[src/rtl/proc_pkg.sv]
// Shared definitions for the 8-bit processor: program memory geometry and
// the byte-stream loader's state encoding.
package proc_pkg;

    localparam int PROG_ADDR_W = 8;
    localparam int INST_W      = 16;
    localparam logic [7:0] SYNC_BYTE = 8'hA5;

    typedef enum logic [2:0] {
        LD_IDLE = 3'd0,
        LD_ADDR = 3'd1,
        LD_LEN  = 3'd2,
        LD_HI   = 3'd3,
        LD_LO   = 3'd4,
        LD_WR   = 3'd5,
        LD_CHK  = 3'd6,
        LD_FIN  = 3'd7
    } ld_state_e;

    // Link is stalled only while a word is being written or the frame is closing.
    function automatic logic ld_accepts(input ld_state_e s);
        return !(s == LD_WR || s == LD_FIN);
    endfunction

endpackage

[src/rtl/prog_loader.sv]
// Byte-stream program loader: unpacks SYNC/ADDR/LEN/{HI,LO}*/CHK frames into
// 16-bit instruction memory writes and holds the CPU off while a frame is open.
module prog_loader
    import proc_pkg::*;
#(
    parameter int         ADDR_W = PROG_ADDR_W,
    parameter int         DATA_W = INST_W,
    parameter logic [7:0] SYNC   = SYNC_BYTE
) (
    input  logic              clk,
    input  logic              rst_n,
    input  logic [7:0]        in_data,
    input  logic              in_valid,
    output logic              in_ready,
    output logic              mem_we,
    output logic [ADDR_W-1:0] mem_addr,
    output logic [DATA_W-1:0] mem_wdata,
    output logic              cpu_hold,
    output logic              done,
    output logic              error
);

    ld_state_e         state_q, state_d;
    logic [ADDR_W-1:0] addr_q, addr_d;
    logic [7:0]        cnt_q, cnt_d;
    logic [7:0]        hi_q, hi_d;
    logic [7:0]        chk_q, chk_d;
    logic              in_ready_q, in_ready_d;
    logic              mem_we_q, mem_we_d;
    logic [ADDR_W-1:0] mem_addr_q, mem_addr_d;
    logic [DATA_W-1:0] mem_wdata_q, mem_wdata_d;
    logic              cpu_hold_q, cpu_hold_d;
    logic              done_q, done_d;
    logic              error_q, error_d;
    logic              xfer;

    assign xfer = in_valid & in_ready_q;

    // State and all registered outputs.
    always_ff @(posedge clk or negedge rst_n) begin
        if (!rst_n) begin
            state_q     <= LD_IDLE;
            addr_q      <= '0;
            cnt_q       <= '0;
            hi_q        <= '0;
            chk_q       <= '0;
            in_ready_q  <= 1'b1;
            mem_we_q    <= 1'b0;
            mem_addr_q  <= '0;
            mem_wdata_q <= '0;
            cpu_hold_q  <= 1'b0;
            done_q      <= 1'b0;
            error_q     <= 1'b0;
        end else begin
            state_q     <= state_d;
            addr_q      <= addr_d;
            cnt_q       <= cnt_d;
            hi_q        <= hi_d;
            chk_q       <= chk_d;
            in_ready_q  <= in_ready_d;
            mem_we_q    <= mem_we_d;
            mem_addr_q  <= mem_addr_d;
            mem_wdata_q <= mem_wdata_d;
            cpu_hold_q  <= cpu_hold_d;
            done_q      <= done_d;
            error_q     <= error_d;
        end
    end

    always_comb begin
        state_d = state_q;
        unique case (state_q)
            LD_IDLE: if (xfer && in_data == SYNC) state_d = LD_ADDR;
            LD_ADDR: if (xfer) state_d = LD_LEN;
            LD_LEN:  if (xfer) state_d = (in_data == 8'd0) ? LD_CHK : LD_HI;
            LD_HI:   if (xfer) state_d = LD_LO;
            LD_LO:   if (xfer) state_d = LD_WR;
            LD_WR:   state_d = (cnt_q == 8'd1) ? LD_CHK : LD_HI;
            LD_CHK:  if (xfer) state_d = LD_FIN;
            LD_FIN:  state_d = LD_IDLE;
            default: state_d = LD_IDLE;
        endcase
    end

    // Outputs are computed one cycle early so every port comes from a flop;
    // mem_we/done therefore track state_d entering WR/FIN.
    always_comb begin
        addr_d      = addr_q;
        cnt_d       = cnt_q;
        hi_d        = hi_q;
        chk_d       = chk_q;
        mem_we_d    = 1'b0;
        mem_addr_d  = mem_addr_q;
        mem_wdata_d = mem_wdata_q;
        cpu_hold_d  = cpu_hold_q;
        done_d      = 1'b0;
        error_d     = error_q;
        in_ready_d  = ld_accepts(state_d);
        unique case (state_q)
            LD_IDLE: begin
                if (xfer && in_data == SYNC) begin
                    cpu_hold_d = 1'b1;
                    error_d    = 1'b0;
                    chk_d      = 8'd0;
                end
            end
            LD_ADDR: begin
                if (xfer) begin
                    addr_d = ADDR_W'(in_data);
                    chk_d  = chk_q ^ in_data;
                end
            end
            LD_LEN: begin
                if (xfer) begin
                    cnt_d = in_data;
                    chk_d = chk_q ^ in_data;
                end
            end
            LD_HI: begin
                if (xfer) begin
                    hi_d  = in_data;
                    chk_d = chk_q ^ in_data;
                end
            end
            LD_LO: begin
                if (xfer) begin
                    chk_d       = chk_q ^ in_data;
                    mem_we_d    = 1'b1;
                    mem_addr_d  = addr_q;
                    mem_wdata_d = DATA_W'({hi_q, in_data});
                end
            end
            LD_WR: begin
                addr_d = addr_q + ADDR_W'(1);
                cnt_d  = cnt_q - 8'd1;
            end
            LD_CHK: begin
                if (xfer) begin
                    done_d = 1'b1;
                    if (in_data != chk_q) error_d = 1'b1;
                end
            end
            LD_FIN: cpu_hold_d = 1'b0;
            default: ;
        endcase
    end

    assign in_ready  = in_ready_q;
    assign mem_we    = mem_we_q;
    assign mem_addr  = mem_addr_q;
    assign mem_wdata = mem_wdata_q;
    assign cpu_hold  = cpu_hold_q;
    assign done      = done_q;
    assign error     = error_q;

endmodule

[config.mk]
export PLATFORM = sky130hd
export DESIGN_NAME = prog_loader
export DESIGN_NICKNAME = d
export VERILOG_FILES = /design/src/rtl/proc_pkg.sv /design/src/rtl/prog_loader.sv
export SDC_FILE = /design/constraint.sdc
export NUM_CORES = 1
export LEC_CHECK = 0
export BUFFER_PORTS_ARGS = -buffer_cell sky130_fd_sc_hd__buf_2
export CAP_MARGIN = 20
export CORE_UTILIZATION = 35
export DETAILED_ROUTE_END_ITERATION = 16
export PLACE_DENSITY = 0.49
export SLEW_MARGIN = 40
export SYNTH_ARGS = -nofsm -noshare
export SYNTH_HDL_FRONTEND = slang
export SYNTH_SLANG_ARGS = --single-unit
[constraint.sdc]
create_clock -name clk -period 4 [get_ports clk]
set_input_delay 0.8 -clock clk [delete_from_list [all_inputs] [get_ports clk]]
set_output_delay 0.8 -clock clk [all_outputs]
set_load 0.05 [all_outputs]
==> summary.txt <==
Timing
  • Fin. Hold Viols: 0
  • RSZ-0062 raised after global routing: false
  • Worst-Margin Slew: 715 ps
  • Hold_ws: 450 ps
  • Fin worst setup slack: 1800 ps
  • Setup TNS: 0 ps
  • Setup Viol. Count Final: 0
  • Fin. max-slew vios: 0
  • Final period util: 55.0%
  • Tmin final: 2200 ps
  • Fmax: 454 MHz
  • Final Skew: 9.66 ps
  • Rel. slew slack: 52.2%

Clock network
  • Clk_lat worst skew: 350 ps
  • Clock Pin Slew Worst Setup and Hold Paths: 80 ps
  • TritonCTS clock tree: built
  • CTS sink cnt: 64
  • CTS max path bufs: 2
  • Root Buffer: clkbuf_8
  • CTS resizes: 0
  • H-tree levels: 3
  • CTS Buf Count: 9
  • Hold_buf cts: 0
  • Postcts setup bufs: 0

Worst setup path
  • Worst path required time: 4220 ps
  • Crit path DAT: 2420 ps
  • CP startpoint kind: input pin
  • Crit end category: flip-flop
  • Crit path max fanout: 8
  • Crit Reg-Reg Startpoint: state_q[2]
  • Critical Path Source: in_data[6]
  • Kind of critical path: in2reg

Logic synthesis
  • Distinct cells, synth: 47
  • Mean post-synth cell area: 11.1 µm²
  • Synth Warn #: 0
  • Syn Inst Count: 280
  • Cell Area, Synth: 0.00310 mm²
  • EDFF count, synth: 0
  • Flops & latches, synth: 64
  • Async SR Flop Fraction: 100%
  • Syn_nets: 294
  • Sequential area share after synthesis: 51.7%
  • Post-synth top flop: dfrtp_1

Drt
  • DRT antenna net count: 0
  • Routed vias: 2329
  • Drc violations: 0
  • Avg Vias per Cell: 5.47
  • Routed WL per cell: 17.4 µm
  • Router iterations before antenna repair: 4
  • First DRT Iteration DRCs: 138
  • Total wire length: 7410 µm

GRT
  • Gr usage total: 17.8%
  • Largest net degree at the start of global routing: 46
  • Initial antenna violation count: 0
  • First-pass GRT wire length: 11900 µm
  • Grt total ovfl: 0
  • Vias in the first global route: 2200

Flow run
  • Max_cap viols: 0

Placed design
  • Worst slack, placed: 1440 ps
  • HPWL Detailed: 4740 µm
  • RePlAce Congestion: 0.744
  • Placed cell areas: 0.00338 mm²
  • Dpl cells: 410
  • Port bufs: 39

Final layout
  • Antenna Diode Count: 0
  • Fin util: 43.1%
  • Share of layout cells above drive strength 1: 30.8%
  • Nets: 330
  • Fin area: 0.00361 mm²
  • Final-layout fill cell count: 799
  • Layout area overhead: 16.4%
  • Post-route insts no fill: 426

Floorplanning
  • Core ar.: 0.00838 mm²
  • Top Ports: 40
  • Starting Density: 37.0%
  • DIE AREA: 0.00924 mm²
  • Die Span X: 96.1 µm
  • Core Rows: 33
  • Die Span Y: 96.1 µm

Pwr
  • Static Leak: 1.61 nW
  • PwrDens: 880 mW/mm²
  • IR drop worst, VDD: 346 µV
  • Design Power: 3.18 mW

Status
  • Status: complete, no violations

Worst hold path
  • Hold crit path type: in2async
==> synth_stat cells (all sizes together) (3+ instances only) <==
cell type / count / area share, %
nor4: 6 / 1.7
clkbuf: 13 / 1.6
ha: 3 / 1.2
o21ai: 11 / 1.8
nor3b: 8 / 1.9
nand2: 22 / 2.7
a21oi: 10 / 1.7
nand2b: 3 / 0.61
a221o: 9 / 2.9
nor3: 6 / 1.1
o211ai: 3 / 0.73
xnor2: 6 / 1.7
or3: 4 / 0.81
nor2b: 9 / 1.8
mux2: 32 / 12
buf: 4 / 0.65
and2: 4 / 0.81
dfrtp: 63 / 51
nor2: 11 / 1.3
nand4: 6 / 1.2
inv: 5 / 0.61
nand3: 11 / 1.8
==> power breakdown <==
part	switching, mW	internal [mW]
registers	0.271	0.936
logic	0.847	0.500
clock network	0.269	0.352
total	1.39	1.79
==> flip-flops by register name, summed over array words and instances, names as in the netlist <==
register and flops:
state_q 3, cnt_q 8, chk_q 8, in_ready 1, mem_wdata 16, done 1
mem_we 1, error 1, hi_q 8, mem_addr 8, cpu_hold 1, addr_q 8
==> path summary, 6_finish.rpt <==
check / cells after the start / end / slack (ps)
setup / recovery: 5 / chk_q[7] / 1800
setup reg to reg: 4 / chk_q[7] / 1860
min in group clk: 1 / mem_addr[0] / 500
max in group asynchronous: 2 / mem_wdata[3] / 2850
hold reg to reg: 1 / mem_addr[0] / 500
hold / removal: 1 / mem_addr[7] / 450
==> per-layer routing <==
| layer | global-route usage (%) | vias to the layer above | share of wire (%) |
|---|---|---|---|
| met2 | 28.0 | 62 | 48 |
| met1 | 23.9 | 1155 | 47 |
| met4 | 4.85 | 0 | 1.0 |
| met5 | 0 | - | 0 |
| li1 | - | 1104 | - |
| met3 | 5.21 | 8 | 4.3 |
==> cell type report <==
| cell class | instances | area (µm²) | share of cell area, % |
|---|---|---|---|
| Inverter | 5 | 18.8 | 0.520 |
| Tap cell | 105 | 131 | 3.64 |
| Clock inverter | 7 | 96.3 | 2.67 |
| Multi-Input combinational cell | 194 | 1420 | 39.2 |
| Timing Repair Buffer | 42 | 220 | 6.10 |
| Sequential cell | 64 | 1600 | 44.4 |
| Clock buffer | 9 | 124 | 3.43 |
==> critical path, cell delays in order <==
cell and delay [ps]:
buf_2 170, or4_4 580, nor4_4 330, a21oi_2 150, a221o_1 390
==> layout by cell type, fill, tap and decap left out, types with 3 or more instances in the layout <==
master	count
mux2_2	32
nor2b_1	9
ha_1	3
nand2_1	22
and2_1	4
nand4_1	6
a221o_1	9
buf_4	4
nor3b_1	8
clkinv_4	3
buf_2	38
dfrtp_1	63
nor4_1	5
nand3_1	11
o21ai_0	11
nor3_1	4
inv_1	5
o211ai_1	3
a21oi_1	9
xnor2_1	6
clkbuf_8	9
or3_1	4
nor2_1	11
nand2b_1	3
==> logic make-up (layout without fill, tap and decap cells) <==
family / count (synthesis) / in the layout / share of synthesized area (%)
AOI/OAI and AO/OA: 55 / 55 / 12.9
and+or+nand+nor: 96 / 96 / 17.5
muxes: 32 / 32 / 11.6
DFF: 64 / 64 / 51.7
adders and majority gates: 3 / 3 / 1.21
buffers and inverters: 22 / 63 / 2.83
xor gates and xnor gates: 8 / 8 / 2.26
Note: power is estimated with default switching activity, not from simulation.
